===== src/rtl/id_ex_stage.sv =====
// ID/EX pipeline register with load-use hazard detection and saturating bubble/flush counters; 1-cycle latency.
// Backpressure: stall_in freezes EX and counters; stall_in or a load-use hazard drops PCWrite/IFID_Write.
module id_ex_stage #(
    parameter int DATA_WIDTH = 32,
    parameter int CNT_WIDTH  = 16
) (
    input  logic                  clk,
    input  logic                  rst,
    input  logic                  stall_in,
    input  logic                  flush,
    input  logic                  ID_valid,
    input  logic [4:0]            ID_Rs,
    input  logic [4:0]            ID_Rt,
    input  logic [4:0]            ID_Rd,
    input  logic                  ID_RegDst,
    input  logic                  ID_RegWrite,
    input  logic                  ID_MemRead,
    input  logic                  ID_MemWrite,
    input  logic                  ID_MemToReg,
    input  logic                  ID_ALUSrc,
    input  logic [3:0]            ID_ALUOp,
    input  logic [DATA_WIDTH-1:0] ID_ReadData1,
    input  logic [DATA_WIDTH-1:0] ID_ReadData2,
    input  logic [DATA_WIDTH-1:0] ID_Imm,
    output logic                  EX_valid,
    output logic [4:0]            EXRegRs,
    output logic [4:0]            EXRegRt,
    output logic [4:0]            EXRegRd,
    output logic                  EX_RegWrite,
    output logic                  EX_MemRead,
    output logic                  EX_MemWrite,
    output logic                  EX_MemToReg,
    output logic                  EX_ALUSrc,
    output logic [3:0]            EX_ALUOp,
    output logic [DATA_WIDTH-1:0] EX_ReadData1,
    output logic [DATA_WIDTH-1:0] EX_ReadData2,
    output logic [DATA_WIDTH-1:0] EX_Imm,
    output logic                  PCWrite,
    output logic                  IFID_Write,
    output logic [CNT_WIDTH-1:0]  bubble_count,
    output logic [CNT_WIDTH-1:0]  flush_count
);

    typedef struct packed {
        logic                  valid;
        logic [4:0]            rs;
        logic [4:0]            rt;
        logic [4:0]            rd;
        logic                  reg_write;
        logic                  mem_read;
        logic                  mem_write;
        logic                  mem_to_reg;
        logic                  alu_src;
        logic [3:0]            alu_op;
        logic [DATA_WIDTH-1:0] rd1;
        logic [DATA_WIDTH-1:0] rd2;
        logic [DATA_WIDTH-1:0] imm;
    } ex_t;

    localparam logic [CNT_WIDTH-1:0] CNT_ONE = {{(CNT_WIDTH-1){1'b0}}, 1'b1};
    localparam logic [CNT_WIDTH-1:0] CNT_MAX = {CNT_WIDTH{1'b1}};

    ex_t  ex_q;
    ex_t  id_pkt;
    logic load_use;

    // An invalid ID slot loads as an all-zero bubble so stray control bits never reach EX.
    always_comb begin
        id_pkt = '0;
        if (ID_valid) begin
            id_pkt.valid      = 1'b1;
            id_pkt.rs         = ID_Rs;
            id_pkt.rt         = ID_Rt;
            id_pkt.rd         = ID_RegDst ? ID_Rd : ID_Rt;
            id_pkt.reg_write  = ID_RegWrite;
            id_pkt.mem_read   = ID_MemRead;
            id_pkt.mem_write  = ID_MemWrite;
            id_pkt.mem_to_reg = ID_MemToReg;
            id_pkt.alu_src    = ID_ALUSrc;
            id_pkt.alu_op     = ID_ALUOp;
            id_pkt.rd1        = ID_ReadData1;
            id_pkt.rd2        = ID_ReadData2;
            id_pkt.imm        = ID_Imm;
        end
    end

    assign load_use = ex_q.valid & ex_q.mem_read & (ex_q.rd != 5'd0) & ID_valid &
                      ((ex_q.rd == ID_Rs) | (ex_q.rd == ID_Rt));

    assign PCWrite    = ~(load_use | stall_in);
    assign IFID_Write = ~(load_use | stall_in);

    always_ff @(posedge clk) begin
        if (rst) begin
            ex_q         <= '0;
            bubble_count <= '0;
            flush_count  <= '0;
        end else if (stall_in) begin
            ex_q         <= ex_q;
        end else if (flush) begin
            ex_q <= '0;
            if (flush_count != CNT_MAX) flush_count <= flush_count + CNT_ONE;
        end else if (load_use) begin
            // The bubble clears EX mem_read, so the held instruction loads next edge.
            ex_q <= '0;
            if (bubble_count != CNT_MAX) bubble_count <= bubble_count + CNT_ONE;
        end else begin
            ex_q <= id_pkt;
        end
    end

    assign EX_valid     = ex_q.valid;
    assign EXRegRs      = ex_q.rs;
    assign EXRegRt      = ex_q.rt;
    assign EXRegRd      = ex_q.rd;
    assign EX_RegWrite  = ex_q.reg_write;
    assign EX_MemRead   = ex_q.mem_read;
    assign EX_MemWrite  = ex_q.mem_write;
    assign EX_MemToReg  = ex_q.mem_to_reg;
    assign EX_ALUSrc    = ex_q.alu_src;
    assign EX_ALUOp     = ex_q.alu_op;
    assign EX_ReadData1 = ex_q.rd1;
    assign EX_ReadData2 = ex_q.rd2;
    assign EX_Imm       = ex_q.imm;

endmodule


===== config.mk =====
export PLATFORM = sky130hd
export DESIGN_NAME = id_ex_stage
export DESIGN_NICKNAME = d
export VERILOG_FILES = /design/src/rtl/id_ex_stage.sv
export SDC_FILE = /design/constraint.sdc
export NUM_CORES = 1
export LEC_CHECK = 0
export CAP_MARGIN = 25
export CORE_MARGIN = 5
export CORE_UTILIZATION = 43
export DETAILED_ROUTE_END_ITERATION = 16
export GPL_ROUTABILITY_DRIVEN = 1
export GPL_TIMING_DRIVEN = 0
export PLACE_DENSITY = 0.86
export SYNTH_ARGS = -nofsm -noshare
export SYNTH_HDL_FRONTEND = slang
export SYNTH_SLANG_ARGS = --single-unit

===== constraint.sdc =====
create_clock -name clk -period 3.35 [get_ports clk]
set_input_delay 0.67 -clock clk [delete_from_list [all_inputs] [get_ports clk]]
set_output_delay 0.67 -clock clk [all_outputs]
set_load 0.02 [all_outputs]

==> flow_metrics.tcl <==
set metrics [dict create \
    core-area_sq_mm 0.0126 \
    finalCritPeriodShare_pct 96.5 \
    synth-seq-cells 153 \
    power_density_mw_per_mm2 484 \
    place.gp.congestion 0.950 \
    power_frac_seq_pct 42.3 \
    maxCapViolations 0 \
    timing.reg2reg.setup_slack_ns 1.19 \
    portBuffers 280 \
    synth_edf_count 0 \
    syn_nets 616 \
    setup_viol 0 \
    cts_inserted_buffers 17 \
    n_fill_cell 850 \
    cts.path.max_buffers 2 \
    diodes 0 \
    clkPwrFrac_pct 48.2 \
    grt_max_degree 17 \
    io_pins 281 \
    fin_cells 972 \
    final_common_cell "clkdlybuf4s50_1" \
    switching_share_pct 22.4 \
    worst_r2r_endpoint "EX_ReadData2[29]$_SDFFE_PP0N_" \
    crit_type "input pin to output port" \
    initialDrtViolationCount 321 \
    min_path_cells 1 \
    post-place-ws_ns -0.784 \
    period_minus_slack_ns 3.23 \
    crit-reg2reg-launch "EXRegRd[1]$_SDFFE_PP0N_" \
    critPathArrivalTime_ns 2.56 \
    cts_root_buf "clkbuf_16" \
    mostFrequentLayoutCells "277 x clkdlybuf4s50_1, 153 x dfxtp_1, 120 x a22o_1" \
    worst_setup_path_start_kind "input pin" \
    power_switching_mw 0.995 \
    layout-drive-gt1-share_pct 7.88 \
    top_usage_layer "met2" \
    worstSetupEndpointType "output port" \
    timing.final.ws_setup_ns 0.118 \
    met2_usage_pct 43.7 \
    antenna_found_initial 0 \
    min_to "EX_ReadData2[31]$_SDFFE_PP0N_" \
    status "finished, final reports clean" \
    die_h_um 123 \
    placed_area_sq_mm 0.00852 \
    grt_first_pass_wirelength_mm 29.6 \
    synth_warnings 0 \
    fin_worst_hold_slack_ns 0.470 \
    seq_area_frac_synth_pct 55.7 \
    reg2regPathDepth 6 \
    synth_area_leaders "dfxtp_1 56%, a22o_1 19%, xor2_1 2.7%" \
    fin_tns_setup_ns 0 \
    dp_cells 940 \
    syn_inst 488 \
    htree_levels 4 \
    die-area_sq_mm 0.0152 \
    wl_per_cell_um 20.6 \
    yosysTopAreaCell "dfxtp_1" \
    min_path_type "register to register" \
    rows 41 \
    grt_pass1_vias 5427 \
    routed-via-count 5313 \
    leakagePower_nw 3.46 \
    synth_cell_types 40 \
    start_util_pct 43.8 \
    first_pass_iters 5 \
    cp.required_ns 2.68 \
    syn_area_sq_mm 0.00550 \
    slew_violations 0 \
    clock-skew-final_ns 0.00958 \
    cts_tree "done" \
    hold_path.startpoint "EX_ReadData2[31]$_SDFFE_PP0N_" \
    synth_largest_type_area_fraction_pct 55.7 \
    drc_errors 0 \
    cts.clk_slew.worst_paths_ns 0.06 \
    clock_latency_ns 0.42 \
    use_met1_pct 29.4 \
    use_met3_pct 8.46 \
    p_comb_share_pct 9.5 \
    hold_viol_final 0 \
    post-route-util_pct 73.1 \
    path_max_fanout 11 \
    grt_overflow 0 \
    rsz0062_at_grt "no" \
    drt_wl_total_mm 20.1 \
    cts.sinks 153 \
    via_per_inst 5.47 \
    slew_headroom_pct 58.5 \
    postLayoutCellArea_sq_mm 0.00919 \
    p_int_mw 3.45 \
    die_x_um 123 \
    ant_nets 0 \
    async_reset_ff_share_pct 0 \
    grt_util_all_layers_pct 25.4 \
    max-vdd-ir-drop_v 0.000392 \
    dp_hpwl_mm 14.9 \
    avgSynthCellArea_sq_um 11.3 \
    tightest_slew_ns 0.622 \
    final_nets 915 \
    max_freq_ghz 0.309 \
    syn_to_final_growth_pct 67.0 \
    synth_ff_type "dfxtp_1" \
    finalPower_mw 4.45 \
]
[sequential cells by signal, indices dropped and copies added, names as in the netlist, 4 cells and up]
name / flops
EX_ALUOp: 4
EXRegRt: 5
bubble_count: 16
EX_ReadData2: 32
EXRegRs: 5
EX_Imm: 32
EXRegRd: 5
flush_count: 16
EX_ReadData1: 32
[layer usage]
| layer | part of all wire (%) | wire (um) | vias to the layer above |
|---|---|---|---|
| li1 | - | - | 2454 |
| met4 | 3.2 | 635 | 0 |
| met3 | 8.4 | 1680 | 42 |
| met2 | 49 | 9890 | 261 |
| met5 | 0 | 0 | - |
| met1 | 39 | 7850 | 2556 |
[cells by family (layout without fill, tap and decap cells)]
family / count (synthesis) / count (layout) / share of synthesized area [%]
simple gates: 103 / 103 / 10.2
flops: 153 / 153 / 55.7
compound gates: 156 / 156 / 23.4
xor+xnor: 22 / 22 / 3.50
mux: 12 / 12 / 2.43
buf+inv: 40 / 352 / 4.32
fa+ha+maj: 2 / 2 / 0.455
[worst max-delay path by stage]
stage          startpoint  endpoint  slack, ns  depth (start not counted)
2_1_floorplan    ID_Rt[1]   PCWrite       0.51                          8
3_3_place_gp     ID_Rt[4]   PCWrite      -0.69                         10
3_5_place_dp     ID_Rt[4]   PCWrite      -0.78                         10
4_1_cts          ID_Rt[3]   PCWrite       0.10                          9
5_1_grt          ID_Rt[1]   PCWrite       0.02                          9
6_report         ID_Rt[1]   PCWrite       0.12                          9
[worst max-delay path, stage by stage]
cell	delay, ns
clkdlybuf4s50_1	0.49
xor2_1	0.18
nor3_1	0.26
a22oi_2	0.14
buf_4	0.19
nor2_1	0.16
nor2_1	0.08
buf_4	0.15
clkdlybuf4s15_2	0.24
[synthesized netlist by cell type, drive strengths merged (7+ instances only)]
cell type / count
nor2b: 8
nand2: 9
a22o: 120
a21oi: 15
xor2: 17
or4: 9
nor2: 26
buf: 16
o31ai: 7
nand3: 15
mux2: 11
nand4: 8
dfxtp: 153
clkbuf: 21
[what timing repair did]
item,in CTS,in global routing
pin swaps,0,0
buffers inserted,1,0
hold buffers,0,0
resized for setup,8,1
setup endpoints to repair,2,1
[power by group through the flow]
stage | sequential, mW | clock [mW] | combinational, mW
floorplan | 1.96 | 0 | 0.101
finish | 1.88 | 2.14 | 0.422
detailed placement | 1.92 | 0 | 0.416
global route | 1.89 | 2.24 | 0.442
global placement | 1.92 | 0 | 0.407
CTS | 1.88 | 2.16 | 0.422
[area by class of cell]
| cell class | instances | area [sq um] | area share (%) |
|---|---|---|---|
| inverter | 3 | 11.3 | 0.123 |
| sequential | 153 | 3060 | 33.3 |
| timing repair buffer | 281 | 2810 | 30.6 |
| clock buffer | 19 | 443 | 4.82 |
| multi-input combinational | 295 | 2210 | 24.0 |
| buffer | 36 | 225 | 2.45 |
| clock inverter | 13 | 216 | 2.36 |
| tap | 172 | 215 | 2.34 |
Note: power is estimated with default switching activity, not from simulation.
